**src/rtl/uart_tx_arbiter_pkg.sv**
```systemverilog
// Shared types and helpers for the packet-level UART transmit arbiter.
package uart_arb_pkg;

  typedef enum logic {
    IDLE = 1'b0,
    XFER = 1'b1
  } arb_state_t;

  localparam int unsigned MAX_REQ = 8;

  // Modular increment of a requester index within 0..n-1.
  function automatic logic [2:0] next_idx(input logic [2:0] last, input int unsigned n);
    if (last >= 3'(n - 1)) begin
      return 3'd0;
    end else begin
      return last + 3'd1;
    end
  endfunction

endpackage

```
**src/rtl/uart_tx_arbiter_rr_pick.sv**
```systemverilog
// Round-robin picker: first asserted request strictly after the last grant, wrapping.
module rr_pick
  import uart_arb_pkg::*;
#(
  parameter int unsigned N_REQ = 4
) (
  input  logic [N_REQ-1:0] req,
  input  logic [2:0]       last,
  output logic             found,
  output logic [2:0]       idx
);

  logic [MAX_REQ-1:0] req_ext_s;
  logic [MAX_REQ-1:0] rot_s;
  logic [2:0]         start_s;
  logic [2:0]         ptr_s;
  logic [2:0]         enc_s;

  // Rotate so the search starts after last, priority-encode, rotate the result back.
  always_comb begin
    req_ext_s              = {MAX_REQ{1'b0}};
    req_ext_s[N_REQ-1:0]   = req;
    start_s                = next_idx(last, N_REQ);
    rot_s                  = {MAX_REQ{1'b0}};
    ptr_s                  = start_s;
    for (int k = 0; k < int'(N_REQ); k++) begin
      rot_s[k] = req_ext_s[ptr_s];
      ptr_s    = next_idx(ptr_s, N_REQ);
    end
    found = |rot_s;
    enc_s = 3'd0;
    for (int k = int'(N_REQ) - 1; k >= 0; k--) begin
      if (rot_s[k]) begin
        enc_s = 3'(k);
      end else begin
        enc_s = enc_s;
      end
    end
    idx = start_s;
    for (int k = 0; k < int'(N_REQ) - 1; k++) begin
      if (3'(k) < enc_s) begin
        idx = next_idx(idx, N_REQ);
      end else begin
        idx = idx;
      end
    end
  end

endmodule

```
**src/rtl/uart_tx_arbiter.sv**
```systemverilog
// Grants whole tlast-delimited packets round-robin onto the single UART byte stream,
// with a watchdog that aborts an owner stalling its own tvalid mid-packet.
module uart_tx_arbiter
  import uart_arb_pkg::*;
#(
  parameter int unsigned N_REQ   = 4,
  parameter int unsigned GAP_MAX = 255
) (
  input  logic               clk,
  input  logic               rst,
  input  logic [8*N_REQ-1:0] req_tdata,
  input  logic [N_REQ-1:0]   req_tvalid,
  input  logic [N_REQ-1:0]   req_tlast,
  output logic [N_REQ-1:0]   req_tready,
  output logic [7:0]         m_tdata,
  output logic               m_tvalid,
  input  logic               m_tready,
  output logic [2:0]         grant_id,
  output logic               busy,
  output logic               abort_pulse
);

  localparam int CNT_W = $clog2(GAP_MAX + 1);

  arb_state_t       state_q, state_d;
  logic [2:0]       grant_q, grant_d;
  logic [2:0]       last_q, last_d;
  logic [CNT_W-1:0] gap_q, gap_d;
  logic             abort_q, abort_d;

  logic             pick_found_s;
  logic [2:0]       pick_idx_s;
  logic [MAX_REQ-1:0] valid_ext_s;
  logic [MAX_REQ-1:0] tlast_ext_s;
  logic [MAX_REQ-1:0] ready_ext_s;
  logic [7:0]         data_ext_s [MAX_REQ];

  rr_pick #(.N_REQ(N_REQ)) u_pick (
    .req   (req_tvalid),
    .last  (last_q),
    .found (pick_found_s),
    .idx   (pick_idx_s)
  );

  // Widen requester buses to MAX_REQ so a 3-bit owner index selects cleanly.
  always_comb begin
    valid_ext_s            = {MAX_REQ{1'b0}};
    tlast_ext_s            = {MAX_REQ{1'b0}};
    valid_ext_s[N_REQ-1:0] = req_tvalid;
    tlast_ext_s[N_REQ-1:0] = req_tlast;
    for (int i = 0; i < int'(MAX_REQ); i++) begin
      data_ext_s[i] = 8'h00;
    end
    for (int i = 0; i < int'(N_REQ); i++) begin
      data_ext_s[i] = req_tdata[8*i +: 8];
    end
  end

  // Next-state, owner pass-through and gap watchdog.
  always_comb begin
    state_d     = state_q;
    grant_d     = grant_q;
    last_d      = last_q;
    gap_d       = gap_q;
    abort_d     = 1'b0;
    m_tvalid    = 1'b0;
    m_tdata     = 8'h00;
    ready_ext_s = {MAX_REQ{1'b0}};
    case (state_q)
      IDLE: begin
        gap_d = {CNT_W{1'b0}};
        if (pick_found_s) begin
          state_d = XFER;
          grant_d = pick_idx_s;
          last_d  = pick_idx_s;
        end else begin
          state_d = IDLE;
        end
      end
      XFER: begin
        m_tvalid             = valid_ext_s[grant_q];
        m_tdata              = data_ext_s[grant_q];
        ready_ext_s[grant_q] = m_tready;
        if (m_tvalid && m_tready && tlast_ext_s[grant_q]) begin
          state_d = IDLE;
          gap_d   = {CNT_W{1'b0}};
        end else if (m_tvalid) begin
          gap_d = {CNT_W{1'b0}};
        end else if (gap_q >= CNT_W'(GAP_MAX - 1)) begin
          // Owner starved the line for GAP_MAX cycles: drop its packet.
          state_d = IDLE;
          gap_d   = {CNT_W{1'b0}};
          abort_d = 1'b1;
        end else begin
          gap_d = gap_q + CNT_W'(1);
        end
      end
      default: begin
        state_d = IDLE;
        gap_d   = {CNT_W{1'b0}};
      end
    endcase
  end

  // State registers; last_q resets to N_REQ-1 so requester 0 wins first.
  always_ff @(posedge clk) begin
    if (rst) begin
      state_q <= IDLE;
      grant_q <= 3'd0;
      last_q  <= 3'(N_REQ - 1);
      gap_q   <= {CNT_W{1'b0}};
      abort_q <= 1'b0;
    end else begin
      state_q <= state_d;
      grant_q <= grant_d;
      last_q  <= last_d;
      gap_q   <= gap_d;
      abort_q <= abort_d;
    end
  end

  assign req_tready  = ready_ext_s[N_REQ-1:0];
  assign grant_id    = grant_q;
  assign busy        = (state_q == XFER);
  assign abort_pulse = abort_q;

endmodule

```
**config.mk**
```make
export PLATFORM = sky130hd
export DESIGN_NAME = uart_tx_arbiter
export DESIGN_NICKNAME = d
export VERILOG_FILES = /design/src/rtl/uart_tx_arbiter_pkg.sv /design/src/rtl/uart_tx_arbiter_rr_pick.sv /design/src/rtl/uart_tx_arbiter.sv
export SDC_FILE = /design/constraint.sdc
export NUM_CORES = 1
export LEC_CHECK = 0
export ABC_AREA = 1
export BUFFER_PORTS_ARGS = -buffer_cell sky130_fd_sc_hd__buf_4
export CELL_PAD_IN_SITES_DETAIL_PLACEMENT = 1
export CELL_PAD_IN_SITES_GLOBAL_PLACEMENT = 2
export CORE_UTILIZATION = 27
export CTS_BUF_LIST = sky130_fd_sc_hd__clkbuf_4
export CTS_CLUSTER_DIAMETER = 30
export DETAILED_ROUTE_END_ITERATION = 6
export PLACE_DENSITY = 0.91
export REMOVE_ABC_BUFFERS = 1
export SLEW_MARGIN = 20
export SYNTH_ARGS = -nofsm -noshare
export SYNTH_HDL_FRONTEND = slang
export SYNTH_SLANG_ARGS = --single-unit
export TNS_END_PERCENT = 50
```
**constraint.sdc**
```tcl
create_clock -name clk -period 10.6 [get_ports clk]
set_clock_uncertainty 0.1 [all_clocks]
set_input_delay 1.06 -clock clk [delete_from_list [all_inputs] [get_ports clk]]
set_output_delay 1.06 -clock clk [all_outputs]
set_load 0.005 [all_outputs]
```
==> flow_summary.yaml <==
floorplanning:
  start_util_pct: 28.5
  die_width_um: 78.7
  die_h_um: 78.7
  io_pins: 61
  fp.dieArea_sq_um: 6200
  count_of_standard_cell_rows: 27
  placeableCoreArea_sq_um: 5570
global_route:
  track_usage_pct: 16.6
  via_count_of_the_first_global_routing_pass: 1793
  gr-usage-met1_pct: 22.6
  grt_first_pass_wirelength_um: 8340
  grt_util_met2_pct: 28.3
  grt_use_met3_pct: 2.30
  grt_max_degree: 24
  grt_most_used_layer: "met2"
  overflow: 0
  antenna_found_initial: 0
worst_setup_path:
  worst-r2r-setup-slack_ns: 5.44
  cp_slowest_stage_delay_ns: 0.50
  path_class: "flip-flop to flip-flop"
  library_cell_contributing_the_largest_single_delay_on_the_critical_path: "dfxtp_1"
  worstPathArrival_ns: 5.29
  worst_setup_path_start_kind: "flip-flop"
  worst_ep_required_time_ns: 10.73
  critical_path.reg2reg.endpoint: "grant_id[0]"
  critical_path.reg2reg.startpoint: "grant_id[2]"
  crit_path_frequent_cell: "ha_1"
  ff2ff_path_depth: 35
  worstPathMaxFanout: 6
  end_kind: "flip-flop"
synth:
  combinational_family_with_the_most_area_after_synthesis: "simple AND/OR/NAND/NOR gates"
  synth_compound_gate_area_share_pct: 16.6
  synth_top_flop_cell: "dfxtp_1"
  synth_area_per_cell_sq_um: 6.16
  synthMostInstantiatedCell: "nor2_1"
  post_synth_xor_area_fraction_pct: 2.20
  synth_top_area_share_pct: 18.9
  synthDistinctLibCells: 32
  async_flop_share_pct: 0
  ys_ff_latch: 15
  area_of_the_mapped_netlist_sq_um: 1590
  yosys.area_share.simple_pct: 41.2
  yosysSeqAreaShare_pct: 18.9
  synthMuxAreaShare_pct: 0
  yosysWarningCount: 0
  number_of_enable_type_register_cells_in_the_synthesized_netlist: 0
  dominant_cells_by_area_after_synthesis: "dfxtp_1 19%, nor2_1 13%, ha_1 10%, nand2_1 8.3%, inv_1 7.3%"
  post_synthesis_instance_total: 258
  yosys.area_share.adder_pct: 10.2
  synth_common_cells: "54 x nor2_1, 35 x nand2_1, 31 x inv_1"
  yosysTopAreaCell: "dfxtp_1"
timing:
  grt_setup_unrepaired: "false"
  report.final.setup_viol: 0
  min_period_over_period_pct: 48.6
  layout_min_cycle_time_ns: 5.16
  report.final.hold_viol_count: 0
  fin_setup_tns_ns: 0
  finalMaxSlewViolations: 0
  timing.fmax_mhz: 194
  tightest_slew_ns: 0.832
  slew_headroom_pct: 44.5
cells_and_area:
  final_cell_area_sq_um: 2120
  nets: 371
  stdcell_count: 386
  post_route_cells_drive_above_1_share_pct: 28.3
  antennaDiodeCount: 0
  layout-area-overhead-vs-synth_pct: 33.3
  fillCellCount: 767
cts:
  cts-buffers-inserted: 3
  cts_post_setup_buffers_inserted: 0
  clk_latency_ns: 0.29
  cts_clk_pin_slew_worst_paths_ns: 0.10
  root_buffer_selected_by_cts: "clkbuf_4"
  cts_max_level: 1
  ctsResizeCount: 0
  holdBufCountCts: 0
  cts_tree: "done"
  cts.sink_count: 15
  clockBufferDepth: 2
place:
  routabilityCongestion: 0.761
  post_dp_cell_area_sq_um: 2090
  place.detailed.hpwl_um: 4120
  place.port_buffers: 60
  placed_cells: 382
route:
  detail_route.drc_violations: 0
  routed_wirelength_um: 5040
  antenna_violating_nets_post_route: 0
  wl_per_cell_um: 13.1
  num_vias: 1819
  detailedRoute.firstIterationViolations: 51
  route.detailed.vias_per_inst: 4.71
  drt_pre_antenna_iters: 4
worst_hold_path:
  hold_path.class: "flip-flop to flip-flop"
  min_delay_path_depth: 1
  worstHoldEndpoint: "gap_q[0]"
  worst_hold_start: "gap_q[0]"
job:
  timing.max_cap.violations: 0
status:
  run_status: "finished, final reports clean"
pwr:
  vdd_ir_drop_max_mv: 0.157
  report.power.total_mw: 0.705
  pwr_density_cell_nw_per_um2: 333
  static-leakage-power_nw: 1.07
-- logic make-up after synthesis --
kind of cell,after synthesis
compound gates,47
xor+xnor,4
fa+ha+maj,13
buf+inv,43
flops,15
simple gates,136
-- power breakdown --
group	internal (mW)	switching (mW)
registers	0.0669	0.0174
clock network	0.0144	0.0190
logic	0.218	0.369
-- layout by cell type, fill, tap and decap left out --
cell type,netlist,layout
o22ai_1,1,1
inv_2,3,3
o21ai_0,20,20
ha_1,13,13
nand2_2,10,10
and2_1,2,2
clkbuf_4,0,3
nand3_2,5,5
a21o_1,1,1
nor3b_1,1,1
clkinv_1,1,1
nand4_1,6,6
o21ai_2,1,1
nand3_1,13,13
a21oi_1,13,13
dfxtp_1,15,15
nor2_1,54,54
clkinvlp_4,0,1
nor3_1,4,4
nand2_1,35,35
nor2_2,2,2
a21oi_2,1,1
a221oi_1,2,2
inv_1,31,31
buf_4,1,60
o21ai_1,4,4
o211ai_1,4,4
nand2_4,1,1
nand3_4,2,2
xor2_1,3,3
nor4_1,1,1
xnor2_1,1,1
-- critical path: cells and delay by family (launching register included) --
kind                       cells  cell delay [ns]
AOI/OAI and AO/OA              2             0.24
buffers and inverters          7             0.51
adders and majority gates      8             1.79
and+or+nand+nor               18             1.91
DFF                            1             0.50
-- routing by layer --
layer,vias to the layer above,routed length (um)
met1,815,2410
li1,952,-
met4,0,0
met3,0,370
met2,52,2260
met5,-,0
-- how the worst max path moves through the flow --
stage                start           to  slack, ns  cells after the start
6_report       grant_id[2]  grant_id[0]       5.44                     35
5_1_grt        grant_id[2]  grant_id[0]       5.01                     35
2_1_floorplan    last_q[0]  grant_id[0]       6.00                     35
3_3_place_gp   grant_id[2]  grant_id[0]       5.70                     35
3_5_place_dp   grant_id[2]  grant_id[0]       5.43                     35
4_1_cts        grant_id[2]  grant_id[0]       5.40                     35
-- registers in the layout, indices dropped and copies added, names as in the netlist --
name and cells:
abort_pulse 1, busy 1, gap_q 8, grant_id 3, last_q 2
-- final cells by class --
class | instances | area (sq um) | share of cell area [%]
multi-input cells | 200 | 1120 | 52.7
repair buffers | 60 | 450 | 21.3
flip-flops and latches | 15 | 300 | 14.2
inverters | 35 | 131 | 6.20
well taps | 72 | 90.1 | 4.25
clock buffers | 3 | 22.5 | 1.06
clock inverters | 1 | 7.51 | 0.354
-- per-stage QoR --
step           util (%)  hold WS [ns]  setup slack, ns
4_1_cts            38.0         0.426             5.40
3_3_place_gp       37.5         0.341             5.70
5_1_grt            38.0         0.459             5.01
2_1_floorplan         -         0.330             6.00
3_5_place_dp       37.5         0.411             5.43
6_report           38.0         0.419             5.44
No activity file was read; power rests on OpenSTA's default activity.
